==> src/rtl/mem_port_arbiter.sv <==
// Arbitrates a single-ported unified memory between the fetch and data ports,
// with a starvation guard for fetch and a sticky timeout error.
module mem_port_arbiter #(
    parameter int unsigned ADDR_W     = 32,
    parameter int unsigned DATA_W     = 32,
    parameter int unsigned STARVE_MAX = 4,
    parameter int unsigned TIMEOUT    = 255
) (
    input  logic              clk,
    input  logic              reset,
    input  logic              if_req,
    input  logic [ADDR_W-1:0] if_addr,
    output logic [DATA_W-1:0] if_rdata,
    output logic              if_ready,
    input  logic              d_req,
    input  logic              d_we,
    input  logic [ADDR_W-1:0] d_addr,
    input  logic [DATA_W-1:0] d_wdata,
    output logic [DATA_W-1:0] d_rdata,
    output logic              d_ready,
    output logic              mem_req,
    output logic              mem_we,
    output logic [ADDR_W-1:0] mem_addr,
    output logic [DATA_W-1:0] mem_wdata,
    input  logic [DATA_W-1:0] mem_rdata,
    input  logic              mem_ack,
    output logic              stall_f,
    output logic              stall_m,
    output logic              err
);

    localparam int unsigned STARVE_W = 4;
    localparam int unsigned TMO_W    = 8;
    localparam logic [DATA_W-1:0] TMO_DATA = {(DATA_W/4){4'hD}};

    typedef enum logic [1:0] {IDLE, FETCH, DATA} state_t;

    state_t              state_q, state_d;
    logic [STARVE_W-1:0] starve_q, starve_d;
    logic [TMO_W-1:0]    tmo_q, tmo_d;
    logic                mem_req_d, mem_we_d, if_ready_d, d_ready_d, err_d;
    logic [ADDR_W-1:0]   mem_addr_d;
    logic [DATA_W-1:0]   mem_wdata_d, if_rdata_d, d_rdata_d;
    logic                grant_f, grant_d;

    // State and registered outputs
    always_ff @(posedge clk or negedge reset) begin
        if (!reset) begin
            state_q   <= IDLE;
            starve_q  <= '0;
            tmo_q     <= '0;
            mem_req   <= 1'b0;
            mem_we    <= 1'b0;
            mem_addr  <= '0;
            mem_wdata <= '0;
            if_ready  <= 1'b0;
            d_ready   <= 1'b0;
            if_rdata  <= '0;
            d_rdata   <= '0;
            err       <= 1'b0;
        end else begin
            state_q   <= state_d;
            starve_q  <= starve_d;
            tmo_q     <= tmo_d;
            mem_req   <= mem_req_d;
            mem_we    <= mem_we_d;
            mem_addr  <= mem_addr_d;
            mem_wdata <= mem_wdata_d;
            if_ready  <= if_ready_d;
            d_ready   <= d_ready_d;
            if_rdata  <= if_rdata_d;
            d_rdata   <= d_rdata_d;
            err       <= err_d;
        end
    end

    // Next-state and next-output logic
    always_comb begin
        state_d     = state_q;
        starve_d    = starve_q;
        tmo_d       = tmo_q;
        mem_req_d   = mem_req;
        mem_we_d    = mem_we;
        mem_addr_d  = mem_addr;
        mem_wdata_d = mem_wdata;
        if_ready_d  = 1'b0;
        d_ready_d   = 1'b0;
        if_rdata_d  = if_rdata;
        d_rdata_d   = d_rdata;
        err_d       = err;
        grant_f     = 1'b0;
        grant_d     = 1'b0;

        case (state_q)
            IDLE: begin
                // The ready cycle still sees the completed request, so no grant then
                if (!if_ready && !d_ready) begin
                    grant_f = if_req && (!d_req || starve_q == STARVE_W'(STARVE_MAX));
                    grant_d = d_req && !grant_f;
                end
                if (grant_f) begin
                    state_d     = FETCH;
                    mem_req_d   = 1'b1;
                    mem_we_d    = 1'b0;
                    mem_addr_d  = if_addr;
                    mem_wdata_d = '0;
                    tmo_d       = '0;
                    starve_d    = '0;
                end else if (grant_d) begin
                    state_d     = DATA;
                    mem_req_d   = 1'b1;
                    mem_we_d    = d_we;
                    mem_addr_d  = d_addr;
                    mem_wdata_d = d_wdata;
                    tmo_d       = '0;
                    if (!if_req) begin
                        starve_d = '0;
                    end else if (starve_q != STARVE_W'(STARVE_MAX)) begin
                        starve_d = starve_q + STARVE_W'(1);
                    end
                end
            end
            FETCH, DATA: begin
                if (mem_ack) begin
                    state_d   = IDLE;
                    mem_req_d = 1'b0;
                    if (state_q == FETCH) begin
                        if_ready_d = 1'b1;
                        if_rdata_d = mem_rdata;
                    end else begin
                        d_ready_d = 1'b1;
                        if (!mem_we) begin
                            d_rdata_d = mem_rdata;
                        end
                    end
                end else if (tmo_q == TMO_W'(TIMEOUT - 1)) begin
                    // Abandon the access and complete it with the poison pattern
                    state_d   = IDLE;
                    mem_req_d = 1'b0;
                    err_d     = 1'b1;
                    if (state_q == FETCH) begin
                        if_ready_d = 1'b1;
                        if_rdata_d = TMO_DATA;
                    end else begin
                        d_ready_d = 1'b1;
                        d_rdata_d = TMO_DATA;
                    end
                end else begin
                    tmo_d = tmo_q + TMO_W'(1);
                end
            end
            default: begin
                state_d   = IDLE;
                mem_req_d = 1'b0;
            end
        endcase
    end

    assign stall_f = if_req & ~if_ready;
    assign stall_m = d_req & ~d_ready;

endmodule
==> config.mk <==
export PLATFORM = sky130hd
export DESIGN_NAME = mem_port_arbiter
export DESIGN_NICKNAME = d
export VERILOG_FILES = /design/src/rtl/mem_port_arbiter.sv
export SDC_FILE = /design/constraint.sdc
export NUM_CORES = 1
export LEC_CHECK = 0
export CORE_ASPECT_RATIO = 1.75
export CORE_MARGIN = 5
export CORE_UTILIZATION = 46
export CTS_CLUSTER_DIAMETER = 40
export DETAILED_ROUTE_END_ITERATION = 7
export HOLD_SLACK_MARGIN = 0.05
export PLACE_DENSITY = 0.86
export SLEW_MARGIN = 30
export SYNTH_ARGS = -nofsm -noshare
export SYNTH_HDL_FRONTEND = slang
export SYNTH_SLANG_ARGS = --single-unit
==> constraint.sdc <==
create_clock -name clk -period 3.77 [get_ports clk]
set_input_delay 0.377 -clock clk [delete_from_list [all_inputs] [get_ports clk]]
set_output_delay 0.377 -clock clk [all_outputs]
set_load 0.05 [all_outputs]
==> reports/metrics.csv, run 1 <==
metric,value,unit
status,completed,
Routed Antenna Nets,0,
final worst slack,1.174,ns
Final period util,68.87,%
CTS tree,yes,
top post-synthesis cells by area,"dfrtp_1 60%, nand2_1 8.7%, o22a_1 6.8%, a31oi_1 3.7%, nand3_1 3.5%",
multi-input logic area,0.002273,mm^2
post-DP HPWL,14750,um
vias,5694,
cell count after synthesis,593,
Worst-Skew Late Latency,0.41,ns
kind of critical path,flip-flop to flip-flop,
Yosys top cell area share,59.59,%
post-synthesis sequential area ratio,59.59,%
average cell area after synthesis,10.41,um^2
cts-stage hold buffer count,0,
"Arr. time, crit path",2.89,ns
endpoints failing setup,0,
final slew viol count,0,
cts repair resizes,0,
Synth Register Bits,147,
# IOs,269,
count of flip-flops with a built-in enable after synthesis,0,
cells along the critical path,"inv_1, ha_1, inv_1, nor2_1, nand2_1, o22a_1",
ratio of cells with drive above 1 in the final layout,6.257,%
synthesized cell area,0.006173,mm^2
Root Driver,clkbuf_16,
1st-iter DRT viols,278,
die width,97.57,um
Filler Cell Count,965,
row count,56,
post-detailed-route wirelength per cell,19.19,um
antenna violations before repair,0,
WL final,19900,um
RSZ-0062 raised after global routing,no,
H-tree levels,4,
Nets,990,
critical path startpoint category,flip-flop,
Tmin final,2.596,ns
total power,10.62,mW
Post-CTS Setup Bufs,0,
via/cell ratio,5.491,
GRT Total Usage,24.50,%
Post-synth ARST share,100.0,%
die extent in y,163.3,um
clock-pin slew on the worst setup and hold paths,0.07,ns
"Net Count, Synth",733,
Pleak,4.123,nW
total CTS buffers,17,
Core Area,0.01331,mm^2
Slew @ Worst Pin,0.8773,ns
met1 WL,6815,um
top routing layer in use,met4,
initial core utilization,46.37,%
Unique masters post-synth,48,
vias in the first global route,5859,
final antenna diode count,0,
clock sink count,147,
Setup WS pre-CTS,1.203,ns
count of final hold-check violations,0,
first-pass GRT wire length,30790,um
grt ovf,0,
DIE AREA,0.01593,mm^2
nature of the critical path endpoint,flip-flop,
ys flop type,dfrtp_1,
Worst Path Max Fanout,24,
DR WL met2,10810,um
GP Congestion,0.8356,
Worst Clk Skew,0.01099,ns
IO buf count,268,
largest net degree at the start of global routing,102,
Max Cap Viol,0,
CP peak stage delay,0.59,ns
number of remaining DRC errors,0,
"area leader, netlist",dfrtp_1,
CP most frequent cell,inv_1,
worst min path class,input pin to asynchronous set/reset pin,
Fin Setup TNS,0,ns
Syn-to-layout area delta,55.09,%
Synth warnings,0,
Max VDD drop,0.6485,mV
Max-Slew Margin vs Limit,41.51,%
Hold WS,0.05054,ns
Slowest cell on crit path,ha_1,
sequential cell area,0.003679,mm^2
Fmax,0.3851,GHz
clk buf depth,2,
WL met3,1156,um
P per Cell Area,1109,mW/mm^2
Pre-Repair DR Iteration Count,6,
CP required,4.06,ns
[area by class of cell]
class	instances	share of cell area, %
clock inverter	14	1.999
inverter	14	0.5489
sequential	147	38.42
multi-input combinational	396	23.75
clock buffer	18	4.482
timing repair buffer	274	28.53
tap	174	2.274
[critical path, delay by kind of cell (launching register included)]
kind	cells	cell delay [ns]
simple gates	2	0.78
fa+ha+maj	1	0.59
compound gates	1	0.43
flops	1	0.38
buf+inv	2	0.28
[final timing paths]
kind                       cells after the start  slack [ns]             to          start
max                                            6        1.17    d_rdata[31]     state_q[0]
min                                            1        0.05    d_rdata[13]          reset
max reg2reg                                    6        1.17    d_rdata[31]     state_q[0]
min reg2reg                                    2        0.47  mem_wdata[29]  mem_wdata[29]
max in group asynchronous                      2        2.86     d_rdata[0]          reset
min in group clk                               2        0.47  mem_wdata[29]  mem_wdata[29]
[synth_stat cells, drive strengths merged (3+ instances only)]
library cell,count
ha,6
nand4,5
nand2,143
nor3,5
nand3,45
nand2b,3
clkbuf,15
o21ai,7
o22a,48
dfrtp,147
a21oi,7
nor2b,3
or2,3
nor2,41
a31oi,38
o31ai,3
inv,14
or4,3
a22o,16
buf,21
[sequential cells by signal, summed over array words and instances, names as in the netlist]
signal / flops
if_rdata: 32
if_ready: 1
mem_wdata: 32
err: 1
d_ready: 1
mem_addr: 32
mem_req: 1
mem_we: 1
tmo_q: 8
starve_q: 4
d_rdata: 32
state_q: 2
[power by group]
part | internal, mW | switching, mW | total (mW)
Combinational | 2.00 | 4.10 | 6.10
Sequential | 2.31 | 0.443 | 2.76
Clock | 1.07 | 0.701 | 1.77
Total | 5.38 | 5.25 | 10.6
[metrics by stage]
stage | utilization (%) | cell area [um^2] | instances
3_5_place_dp | 67.20 | 8946 | 1005
3_3_place_gp | 67.20 | 8946 | 1005
5_1_grt | 71.92 | 9574 | 1037
2_1_floorplan | - | 6173 | 593
4_1_cts | 71.86 | 9567 | 1037
6_report | 71.92 | 9574 | 1037
[layout by cell type, fill, tap and decap left out, types with 2 or more instances in the layout]
cell type        count
nor2b_1              3
bufinv_16            3
nor3_1               3
inv_1               13
nand3_2              3
o22ai_1              2
or4_1                3
nand4_1              4
nand2_1            143
o22a_1              48
nand2b_1             3
clkdlybuf4s50_1    267
clkinvlp_4           2
o21ai_0              4
a21oi_1              7
o21ai_1              2
dfrtp_1            147
o31ai_1              3
a31oi_1             37
inv_6                5
o2bb2ai_1            2
a22o_1              16
nand3_1             42
mux2i_1              2
buf_4                6
inv_8                3
and3_1               2
ha_1                 6
nor2_1              40
clkbuf_16           17
and4_1               2
[logic make-up after synthesis]
group / after synthesis / share of synthesized area (%)
adder cells (fa/ha/maj): 6 / 1.216
AO/OA/AOI/OAI: 130 / 16.27
buffers and inverters: 50 / 3.912
multiplexers: 2 / 0.3243
flip-flops: 147 / 59.59
AND/OR/NAND/NOR: 258 / 18.69
[per-layer routing]
layer	GRT usage, %	up-vias
met2	44.00	270
met4	13.55	0
li1	-	2611
met5	0	-
met1	26.72	2743
met3	5.171	70
Note: power is estimated with default switching activity, not from simulation.
==> inputs of run 2 (changes only) <==
--- a/config.mk
+++ b/config.mk
@@ -7,11 +7,11 @@
 export LEC_CHECK = 0
 export CORE_ASPECT_RATIO = 1.75
 export CORE_MARGIN = 5
-export CORE_UTILIZATION = 46
+export CORE_UTILIZATION = 42
 export CTS_CLUSTER_DIAMETER = 40
 export DETAILED_ROUTE_END_ITERATION = 7
 export HOLD_SLACK_MARGIN = 0.05
-export PLACE_DENSITY = 0.86
+export PLACE_DENSITY = 0.8
 export SLEW_MARGIN = 30
 export SYNTH_ARGS = -nofsm -noshare
 export SYNTH_HDL_FRONTEND = slang
==> constraint.sdc (replaced) <==
create_clock -name clk -period 2.55 [get_ports clk]
set_input_delay 0.255 -clock clk [delete_from_list [all_inputs] [get_ports clk]]
set_output_delay 0.255 -clock clk [all_outputs]
set_load 0.05 [all_outputs]
==> run 2 against run 1 <==
Compared with the run above: global-route usage down 1.8 points; critical path depth up 1; cell area up 1.4%; cell count up 1.4%; clock skew up 0.0039 ns; first-iteration DRC count down 18%; fmax up 20%; critical path type unchanged; highest routed layer unchanged.
==> reports/metrics.csv, run 2 (synthesis gave the netlist of run 1 again) <==
metric,value,unit
critical path startpoint category,flip-flop,
"commonest non-fill, non-tap cell in the layout",clkdlybuf4s50_1,
Slowest cell on crit path,ha_1,
WL final,19530,um
first-pass GRT wire length,30240,um
Pre-Repair DR Iteration Count,7,
die width,101.6,um
final slew viol count,0,
Max VDD drop,0.8940,mV
Pleak,4.196,nW
Max-Slew Margin vs Limit,57.29,%
Filler Cell Count,1119,
most frequent cells in the layout,"266 x clkdlybuf4s50_1, 147 x dfrtp_1, 143 x nand2_1",
clock sink count,147,
total CTS buffers,17,
CP most frequent cell,inv_1,
Top delay family on crit path,buffers and inverters,
post-detailed-route wirelength per cell,18.56,um
R2R Setup Slk,0.39,ns
Worst Clk Skew,0.01485,ns
CP required,2.89,ns
endpoints failing setup,0,
initial core utilization,42.75,%
IO buf count,268,
Post-CTS Setup Bufs,0,
CP peak stage delay,0.57,ns
Worst Path Max Fanout,24,
reg2reg end,d_rdata[22],
Root Driver,clkbuf_16,
Nets,998,
Fin Setup TNS,0,ns
R2R cell count,7,
H-tree levels,4,
Slew @ Worst Pin,0.6363,ns
Tmin final,2.156,ns
cell depth of the worst setup path,7,
cts repair resizes,0,
Core Area,0.01444,mm^2
Hold WS,0.3914,ns
P per Cell Area,1618,mW/mm^2
Syn-to-layout area delta,57.22,%
"Arr. time, crit path",2.50,ns
via/cell ratio,5.230,
Buffers & Inverters on Critical Path,3,
Routed Antenna Nets,0,
Final period util,84.54,%
antenna violations before repair,1,
cells along the critical path,"inv_1, ha_1, inv_1, nor2_1, o21a_1, buf_4, o22a_1",
CTS tree,yes,
Hold EP,mem_wdata[16],
worst min path class,input pin to flip-flop,
clock-pin slew on the worst setup and hold paths,0.07,ns
largest net degree at the start of global routing,63,
GP Congestion,0.8876,
1st-iter DRT viols,228,
GRT Total Usage,22.71,%
Fmax,0.4639,GHz
clk buf depth,2,
# IOs,269,
nature of the critical path endpoint,flip-flop,
count of final hold-check violations,0,
number of remaining DRC errors,0,
Hold Crit Start,d_wdata[16],
reg-to-reg startpoint,state_q[0],
Worst-Skew Late Latency,0.41,ns
row count,58,
RSZ-0062 raised after global routing,no,
post-DP HPWL,14410,um
status,completed,
vias in the first global route,5651,
Min-Delay Path Depth,3,
vias,5502,
kind of critical path,flip-flop to flip-flop,
DIE AREA,0.01732,mm^2
Max Cap Viol,0,
ratio of cells with drive above 1 in the final layout,7.003,%
die extent in y,170.4,um
grt ovf,0,
[run 2: worst max-delay path by stage]
stage	startpoint	endpoint	slack, ns
2_1_floorplan	if_ready	mem_addr[0]	0.79
6_report	state_q[0]	d_rdata[22]	0.39
3_3_place_gp	state_q[0]	d_rdata[23]	0.52
4_1_cts	state_q[0]	d_rdata[22]	0.41
3_5_place_dp	state_q[0]	d_rdata[22]	0.44
5_1_grt	state_q[0]	d_rdata[22]	0.25
[run 2: report_power, final]
part / switching, mW / leakage [nW] / internal [mW]
Sequential: 0.625 / 1.78 / 3.42
Combinational: 6.02 / 2.12 / 3.07
Clock: 1.04 / 0.297 / 1.53
Total: 7.68 / 4.20 / 8.02
[run 2: layout make-up]
class	instances	area, um^2	share of cell area [%]
Antenna cell	1	2.502	0.02578
Clock buffer	19	452.9	4.667
Clock inverter	13	161.4	1.663
Inverter	14	52.55	0.5414
Multi-Input combinational cell	396	2268	23.37
Sequential cell	147	3679	37.90
Tap cell	180	225.2	2.320
Timing Repair Buffer	282	2864	29.51
[run 2: timing repair]
item	CTS	global route
endpoints found under the hold margin	60	0
endpoints found under the setup margin	0	0
hold buffers	1	0
[run 2: routing by layer]
metal / GRT usage (%) / wire length, um
met1: 24.70 / 6821
met2: 40.34 / 10820
met3: 4.922 / 1041
met4: 12.15 / 847
met5: 0 / 0
[run 2: through the flow]
| stage | utilization (%) | setup slack [ns] | total power [mW] | instances | instance area [um^2] |
|---|---|---|---|---|---|
| 6_report | 67.21 | 0.3942 | 15.70 | 1052 | 9706 |
| 3_5_place_dp | 62.87 | 0.4362 | 13.20 | 1018 | 9079 |
| 2_1_floorplan | - | 0.7885 | 10.00 | 593 | 6173 |
| 3_3_place_gp | 62.87 | 0.5195 | 13.06 | 1018 | 9079 |
| 5_1_grt | 67.21 | 0.2501 | 16.50 | 1052 | 9706 |
| 4_1_cts | 67.19 | 0.4110 | 15.83 | 1051 | 9703 |
[run 2: tightest hold or removal path, stage by stage]
cell             delay, ns
clkdlybuf4s50_1       0.40
nand3_1               0.06
nand2_1               0.05
